[config.mk]
export PLATFORM = sky130hd
export DESIGN_NAME = digital_lock_ctrl
export DESIGN_NICKNAME = d
export VERILOG_FILES = /design/src/rtl/digital_lock_ctrl.sv
export SDC_FILE = /design/constraint.sdc
export NUM_CORES = 1
export LEC_CHECK = 0
export ABC_AREA = 1
export CAP_MARGIN = 20
export CORE_ASPECT_RATIO = 1.75
export CORE_MARGIN = 2
export CORE_UTILIZATION = 25
export DETAILED_ROUTE_END_ITERATION = 16
export GPL_ROUTABILITY_DRIVEN = 0
export MAX_ROUTING_LAYER = met4
export PLACE_DENSITY_LB_ADDON = 0.12
export REMOVE_ABC_BUFFERS = 1
export SLEW_MARGIN = 20
export SYNTH_ARGS = -nofsm -noshare
export SYNTH_HDL_FRONTEND = slang
export SYNTH_SLANG_ARGS = --single-unit
[constraint.sdc]
create_clock -name clk -period 2.1 [get_ports clk]
set_input_delay 0.525 -clock clk [delete_from_list [all_inputs] [get_ports clk]]
set_output_delay 0.525 -clock clk [all_outputs]
set_load 0.02 [all_outputs]
[src/rtl/digital_lock_ctrl.sv]
// Digital lock control FSM: BCD code entry, compare, timed error/lockout,
// auto-relock and code change while unlocked.
module digital_lock_ctrl #(
  parameter int NUM_DIGITS     = 4,
  parameter int MAX_ATTEMPTS   = 3,
  parameter int ERROR_CYCLES   = 50_000_000,
  parameter int LOCKOUT_CYCLES = 500_000_000,
  parameter int UNLOCK_CYCLES  = 500_000_000,
  parameter logic [4*NUM_DIGITS-1:0] DEFAULT_CODE = 16'h1234
) (
  input  logic                              clk,
  input  logic                              rst_n,
  input  logic                              key_valid,
  input  logic [3:0]                        key_digit,
  input  logic                              enter,
  input  logic                              clear,
  input  logic                              lock,
  input  logic                              set_code,
  output logic [4*NUM_DIGITS-1:0]           entry_digits,
  output logic [$clog2(NUM_DIGITS+1)-1:0]   digit_count,
  output logic                              unlocked,
  output logic                              Error,
  output logic                              lockout,
  output logic [$clog2(MAX_ATTEMPTS+1)-1:0] fail_count
);

  localparam int DW  = 4 * NUM_DIGITS;
  localparam int CW  = $clog2(NUM_DIGITS + 1);
  localparam int FW  = $clog2(MAX_ATTEMPTS + 1);
  localparam int MC1 = (ERROR_CYCLES > LOCKOUT_CYCLES) ?
                       ERROR_CYCLES : LOCKOUT_CYCLES;
  localparam int MC  = (MC1 > UNLOCK_CYCLES) ? MC1 : UNLOCK_CYCLES;
  localparam int TW  = $clog2(MC + 1);

  localparam logic [CW-1:0] FULL      = CW'(NUM_DIGITS);
  localparam logic [TW-1:0] ERR_END   = TW'(ERROR_CYCLES - 1);
  localparam logic [TW-1:0] LCK_END   = TW'(LOCKOUT_CYCLES - 1);
  localparam logic [TW-1:0] UNL_END   = TW'(UNLOCK_CYCLES - 1);
  localparam logic [FW-1:0] FAIL_LAST = FW'(MAX_ATTEMPTS - 1);
  localparam logic [FW-1:0] FAIL_SAT  = FW'(MAX_ATTEMPTS);

  typedef enum logic [2:0] {
    S_ENTRY,
    S_CHECK,
    S_ERROR,
    S_LOCKOUT,
    S_UNLOCKED
  } state_t;

  state_t        state;
  logic [DW-1:0] code;
  logic [TW-1:0] timer;

  logic          key_ok;
  logic          code_ok;
  logic          full;
  logic [DW-1:0] shifted;

  assign full    = (digit_count == FULL);
  assign key_ok  = key_valid && (key_digit <= 4'd9) && !full;
  assign code_ok = full && (entry_digits == code);
  assign shifted = {entry_digits[DW-5:0], key_digit};

  assign unlocked = (state == S_UNLOCKED);
  assign Error    = (state == S_ERROR) || (state == S_LOCKOUT);
  assign lockout  = (state == S_LOCKOUT);

  always_ff @(posedge clk) begin
    if (!rst_n) begin
      state        <= S_ENTRY;
      code         <= DEFAULT_CODE;
      entry_digits <= '0;
      digit_count  <= '0;
      fail_count   <= '0;
      timer        <= '0;
    end else begin
      unique case (state)
        S_ENTRY: begin
          if (clear) begin
            entry_digits <= '0;
            digit_count  <= '0;
          end else if (enter) begin
            state <= S_CHECK;
            timer <= '0;
          end else if (key_ok) begin
            entry_digits <= shifted;
            digit_count  <= digit_count + CW'(1);
          end
        end
        S_CHECK: begin
          entry_digits <= '0;
          digit_count  <= '0;
          timer        <= '0;
          if (code_ok) begin
            state      <= S_UNLOCKED;
            fail_count <= '0;
          end else if (fail_count == FAIL_LAST) begin
            state      <= S_LOCKOUT;
            fail_count <= FAIL_SAT;
          end else begin
            state      <= S_ERROR;
            fail_count <= fail_count + FW'(1);
          end
        end
        S_ERROR: begin
          if (timer == ERR_END) begin
            state <= S_ENTRY;
            timer <= '0;
          end else begin
            timer <= timer + TW'(1);
          end
        end
        S_LOCKOUT: begin
          if (timer == LCK_END) begin
            state      <= S_ENTRY;
            timer      <= '0;
            fail_count <= '0;
          end else begin
            timer <= timer + TW'(1);
          end
        end
        S_UNLOCKED: begin
          if (lock || (timer == UNL_END && !(set_code && full))) begin
            state        <= S_ENTRY;
            entry_digits <= '0;
            digit_count  <= '0;
            timer        <= '0;
          end else if (set_code && full) begin
            code         <= entry_digits;
            entry_digits <= '0;
            digit_count  <= '0;
            timer        <= '0;
          end else if (clear) begin
            entry_digits <= '0;
            digit_count  <= '0;
            timer        <= timer + TW'(1);
          end else if (key_ok) begin
            entry_digits <= shifted;
            digit_count  <= digit_count + CW'(1);
            timer        <= '0;
          end else begin
            timer <= timer + TW'(1);
          end
        end
        default: begin
          state <= S_ENTRY;
          timer <= '0;
        end
      endcase
    end
  end

endmodule

---- After elaboration in Yosys (flattened, before gate mapping) ----
Index checks and enable logic that the tools add are counted.
W data, S select, Z words.
storage, ports and cells
  input port bits ......................... 11
  latch bits .............................. 0
  logic and storage cells ................. 78
  memory bits (read-only) ................. 0
  bits in registers ....................... 69
  RAM bits ................................ 0
  output and inout bits ................... 24
  memories kept ........................... 0
cells by class
  magnitude comparators ................... 1
  add/sub/neg operators ................... 3
  shifts and indexed selects .............. 0
  multiply operators ...................... 0
  reductions and logical operators ........ 17
  divide/modulo/power cells ............... 0
  muxes and demuxes ....................... 35
  bitwise logic cells ..................... 1
  eq/ne operators ......................... 15
operator list
  kind                     number
  $mux W29                 8
  $pmux W29 S4             1
  $mux W16                 6
  $pmux W16 S3             1
  $mux W3                  12
  $add A29 B1 Y29 const B  1
  $eq A29 B26 Y1 const B   1
  $eq A29 B29 Y1 const B   1
  $eq A16 B16 Y1           1
  $pmux W3 S5              1
  $pmux W3 S3              1
  $eq A3 B2 Y1 const B     2
  $eq A3 B3 Y1 const B     2
  $mux W2                  3
  $ne A2 B1 Y1 const B     3
  $reduce_and A2 Y1        3
  $logic_and A1 B1 Y1      5
  $reduce_and A5 Y1        1
  $le A4 B4 Y1 const B     1
  $ne A2 B2 Y1 const B     2
  $pmux W2 S2              1
  $add A3 B1 Y3 const B    1
  $eq A3 B1 Y1 const B     1
  $logic_not A3 Y1         1
  10 further kinds         12

---- Logic depth before layout (Yosys ltp) ----
  depth after elaboration ................. 8
  mapped depth ............................ 13
  gate-level depth less buffers ........... 13

---- Worst setup path before layout ----
OpenSTA, ideal clock, no wires.
  path kind ............................... register to register
  start point ............................. reg timer[0]
  end point ............................... reg timer[0]
  data required time ...................... 1.988 ns
  period minus slack after synthesis ...... 1.760 ns
  buffers on the path ..................... 1
  library setup time ...................... 0.112 ns
  arrival time ............................ 1.648 ns
  path slack .............................. 0.340 ns
  cell stages (with the launch flop) ...... 12
  cells stage by stage .................... dfxtp_1 ha_1 nand3_2 inv_2 nand2_4 nor2_2 nand2_1 nand4_2 nand3_4 buf_6 o21ai_2 inv_1
between the ends
  longest elaborated chain between the ends .. 6
  elaborated cells between the ends (all ways) .. 12
  classes of those cells .................. add/sub: 1; eq/ne: 2; mux: 7; reduce/logical: 2
RTL lines
  item                    line  text
  start, declared         52    logic [TW-1:0] timer;
  start signal, assigned  110   timer <= timer + TW'(1);
  start signal, assigned  119   timer <= timer + TW'(1);
  start signal, assigned  136   timer <= timer + TW'(1);
  $add A29 B1 Y29         --
  $mux W29                137   end else if (key_ok) begin
  $mux W29                133   end else if (clear) begin
  $mux W29                128   end else if (set_code && full) begin
  $mux W29                123   if (lock || (timer == UNL_END && !(set_code && full))) begin
  $pmux W29 S4 (*)        77    unique case (state)
Mark *: on every way between the ends. The rest lies on a longest branch, timed or not.
A chain may end at the register's enable or synchronous reset.

---- Worst setup path in the final report ----
  start point ............................. reg state[2]
  end point ............................... out lockout
between the ends
  longest elaborated chain between the ends .. 1
RTL lines
  item                    line  text
  start, declared         50    state_t state;
  start signal, assigned  70    state <= S_ENTRY;
  start signal, assigned  83    state <= S_CHECK;
  start signal, assigned  95    state <= S_UNLOCKED;
  $eq A3 B2 Y1            66    assign lockout = (state == S_LOCKOUT);
  end, declared           23    output logic lockout,
Every way passes these cells.

==> out/qor.yml <==
drt:
  drtIter0Drc: 119
  vias_per_cell: 4.44
  vias: 4284
  met1_length_um: 5230
  wl_met2_um: 7820
  drcViolationCount: 0
  met3WireLength_um: 226
  routed.top_layer: "met4"
  wl_um: 13700
  dr.pass1.iters: 4
  final_antenna_net_count: 0
  wire_per_inst_um: 14.2
worst_setup_path:
  regToRegEndpoint: "entry_digits[12]"
  cp-end-kind: "primary output"
  cp.arrival_ns: 1.44
  r2r-start: "timer[1]"
  required_ns: 1.57
  regToRegSetupSlack_ns: 0.19
  reg2reg_depth: 10
  start_kind: "flip-flop"
  critical_path_class: "reg -> out"
  crit_fanout: 3
floorplanning:
  core_area_um2: 16400
  row_count: 62
  initial_core_util: 0.257
  fp.dieArea_um2: 18000
  die_h_um: 176
  fp.dieW_um: 102
  pin_count: 35
worst_hold_path:
  worstHoldPathCells: 2
  holdPathEnd: "code[8]"
  hold_class: "reg -> reg"
  hp-start: "code[8]"
pwr:
  p_sw_mw: 1.66
  ir_worst_vdd_v: 0.000372
  clkPwrFrac: 0.339
  switching_share: 0.376
  p_leak_nw: 2.12
  power_density_nw_per_um2: 842
  seqPwrFrac: 0.343
  p_total_mw: 4.41
  intPower_mw: 2.75
  pwr-share-comb: 0.318
timing:
  finalHoldViolCount: 0
  layout_setup_ws_ns: 0.132
  rsz0062_at_grt: "no"
  worst_pin_slew_ns: 0.475
  skew_ns: 0.00598
  timing.final.crit_share: 0.937
  relSlewSlack: 0.682
  finalSetupViolCount: 0
  drv_slew: 0
  fmax_mhz: 508
  fin_hold_ws_ns: 0.469
  finalCriticalPeriod_ns: 1.97
layout:
  antenna_cells: 0
  final_cell_mix: "nand2_1, inv_1, a21oi_1, nor2_1, dfxtp_1"
  final_core_util: 0.318
  finalInstanceArea_um2: 5230
  mostFrequentLayoutCell: "nand2_1"
  fin_nets: 750
  syn_to_final_growth_pct: 23.8
  drive_gt1_frac: 0.0878
synth:
  synth_area_per_cell_um2: 6.14
  synth.cell_area_um2: 4230
  synth_area_leaders: "dfxtp_1, nand2_1, a21oi_1"
  synth-seq-area-share: 0.327
  syn-instance-count: 688
  ys_warn_count: 0
  yosys_register_bits: 69
  yosysTopAreaCellShare: 0.327
  synth.largest_area_cell: "dfxtp_1"
  ys_types: 33
grt:
  antenna_found_initial: 0
  grt_pass1_wl_um: 22200
  overflow: 0
  track_usage: 0.166
  grt_pass1_vias: 4305
  grt_max_degree: 35
clock_tree:
  hold_buffers: 0
  cts_buffers: 9
  cts_setup_buffers: 0
  clkSinkCount: 69
  cts_tree: "built"
  clock_latency_ns: 0.34
  cts_htree_levels: 3
  path_clk_slew_ns: 0.06
  cts_buffer_depth: 2
  cts-root-buf: "clkbuf_16"
placed_design:
  port_buffers: 34
  place_area_um2: 4950
  dpl_worst_slack_ns: -0.00339
  dp_hpwl_um: 10500
run_status:
  outcome: "finished clean"
job:
  cap_viol_max_count: 0
metrics by stage:
step / cells / TNS, ns
after floorplan: 665 / -10.59
after global placement: 948 / -0.0142
after global routing: 964 / 0
final: 964 / 0
after detailed placement: 948 / -0.00339
after CTS: 964 / 0
worst max-delay path, stage by stage (launching register included):
cell           delay [ns]
dfxtp_1              0.32
inv_1                0.07
nand2_1              0.07
nor2_1               0.26
dlygate4sd2_1        0.38
cells by family (layout without fill, tap and decap cells):
family          count (synthesis)  in the layout  synth area share
fa+ha+maj                       4              4            0.0118
buf+inv                       119            171             0.113
flops                          69             69             0.327
xor+xnor                       18             18            0.0373
compound gates                130            130             0.157
simple gates                  348            348             0.353
synthesized netlist by cell type:
cell      number
nand2_1      194
inv_1         93
a21oi_1       85
nor2_1        74
dfxtp_1       69
o21ai_0       37
nand3_1       30
nand4_1       17
xor2_1        14
clkbuf_1      11
nor3_1        11
buf_2          8
nand2_2        6
nor2_2         5
ha_1           4
xnor2_1        4
buf_6          3
o21ai_1        3
or2_2          3
inv_2          2
nand3b_1       2
o211ai_1       2
a21oi_2        1
a31oi_1        1
buf_1          1
clkinv_1       1
nand2_4        1
nand3_2        1
nand3_4        1
nand4_2        1
nor2_4         1
nor3_2         1
o21ai_2        1
power by group through the flow:
stage	combinational [mW]	sequential [mW]	clock, mW
CTS	1.44	1.52	1.54
detailed placement	1.44	1.54	0
floorplan	0.676	1.62	0
global placement	1.43	1.54	0
global route	1.56	1.53	1.59
finish	1.40	1.51	1.49
flip-flops by register name, indices dropped and copies added, names as in the netlist:
name / cells
timer: 29
code: 16
digit_count: 3
state: 3
fail_count: 2
entry_digits: 16
how the worst max path moves through the flow:
stage	to	slack, ns	depth (start not counted)	startpoint
CTS	lockout	0.10	4	state[2]
global route	entry_digits[8]	0.004	10	timer[1]
floorplan	digit_count[2]	-0.60	9	clear
finish	lockout	0.13	4	state[2]
detailed placement	timer[0]	-0.003	9	key_digit[2]
global placement	entry_digits[1]	-0.01	9	key_digit[1]
metal layers:
metal  track usage  up-vias
met2         0.321       51
met1         0.164     1931
met4        0.0572        0
met3        0.0245       21
li1              -     2281
met5             -        -
repair_timing:
action                                  4_1_cts  5_1_grt
endpoints found under the setup margin        3        0
endpoints found under the hold margin         0        0
resized for setup                             3        0
final cells by class:
type | instances | area (um2)
Fill cell | 1917 | 11200
Multi-Input combinational cell | 500 | 2360
Sequential cell | 69 | 1380
Timing Repair Buffer | 59 | 562
Inverter | 96 | 360
Tap cell | 224 | 280
Clock buffer | 10 | 239
Clock inverter | 6 | 45.0
No activity file was read; power rests on OpenSTA's default activity.
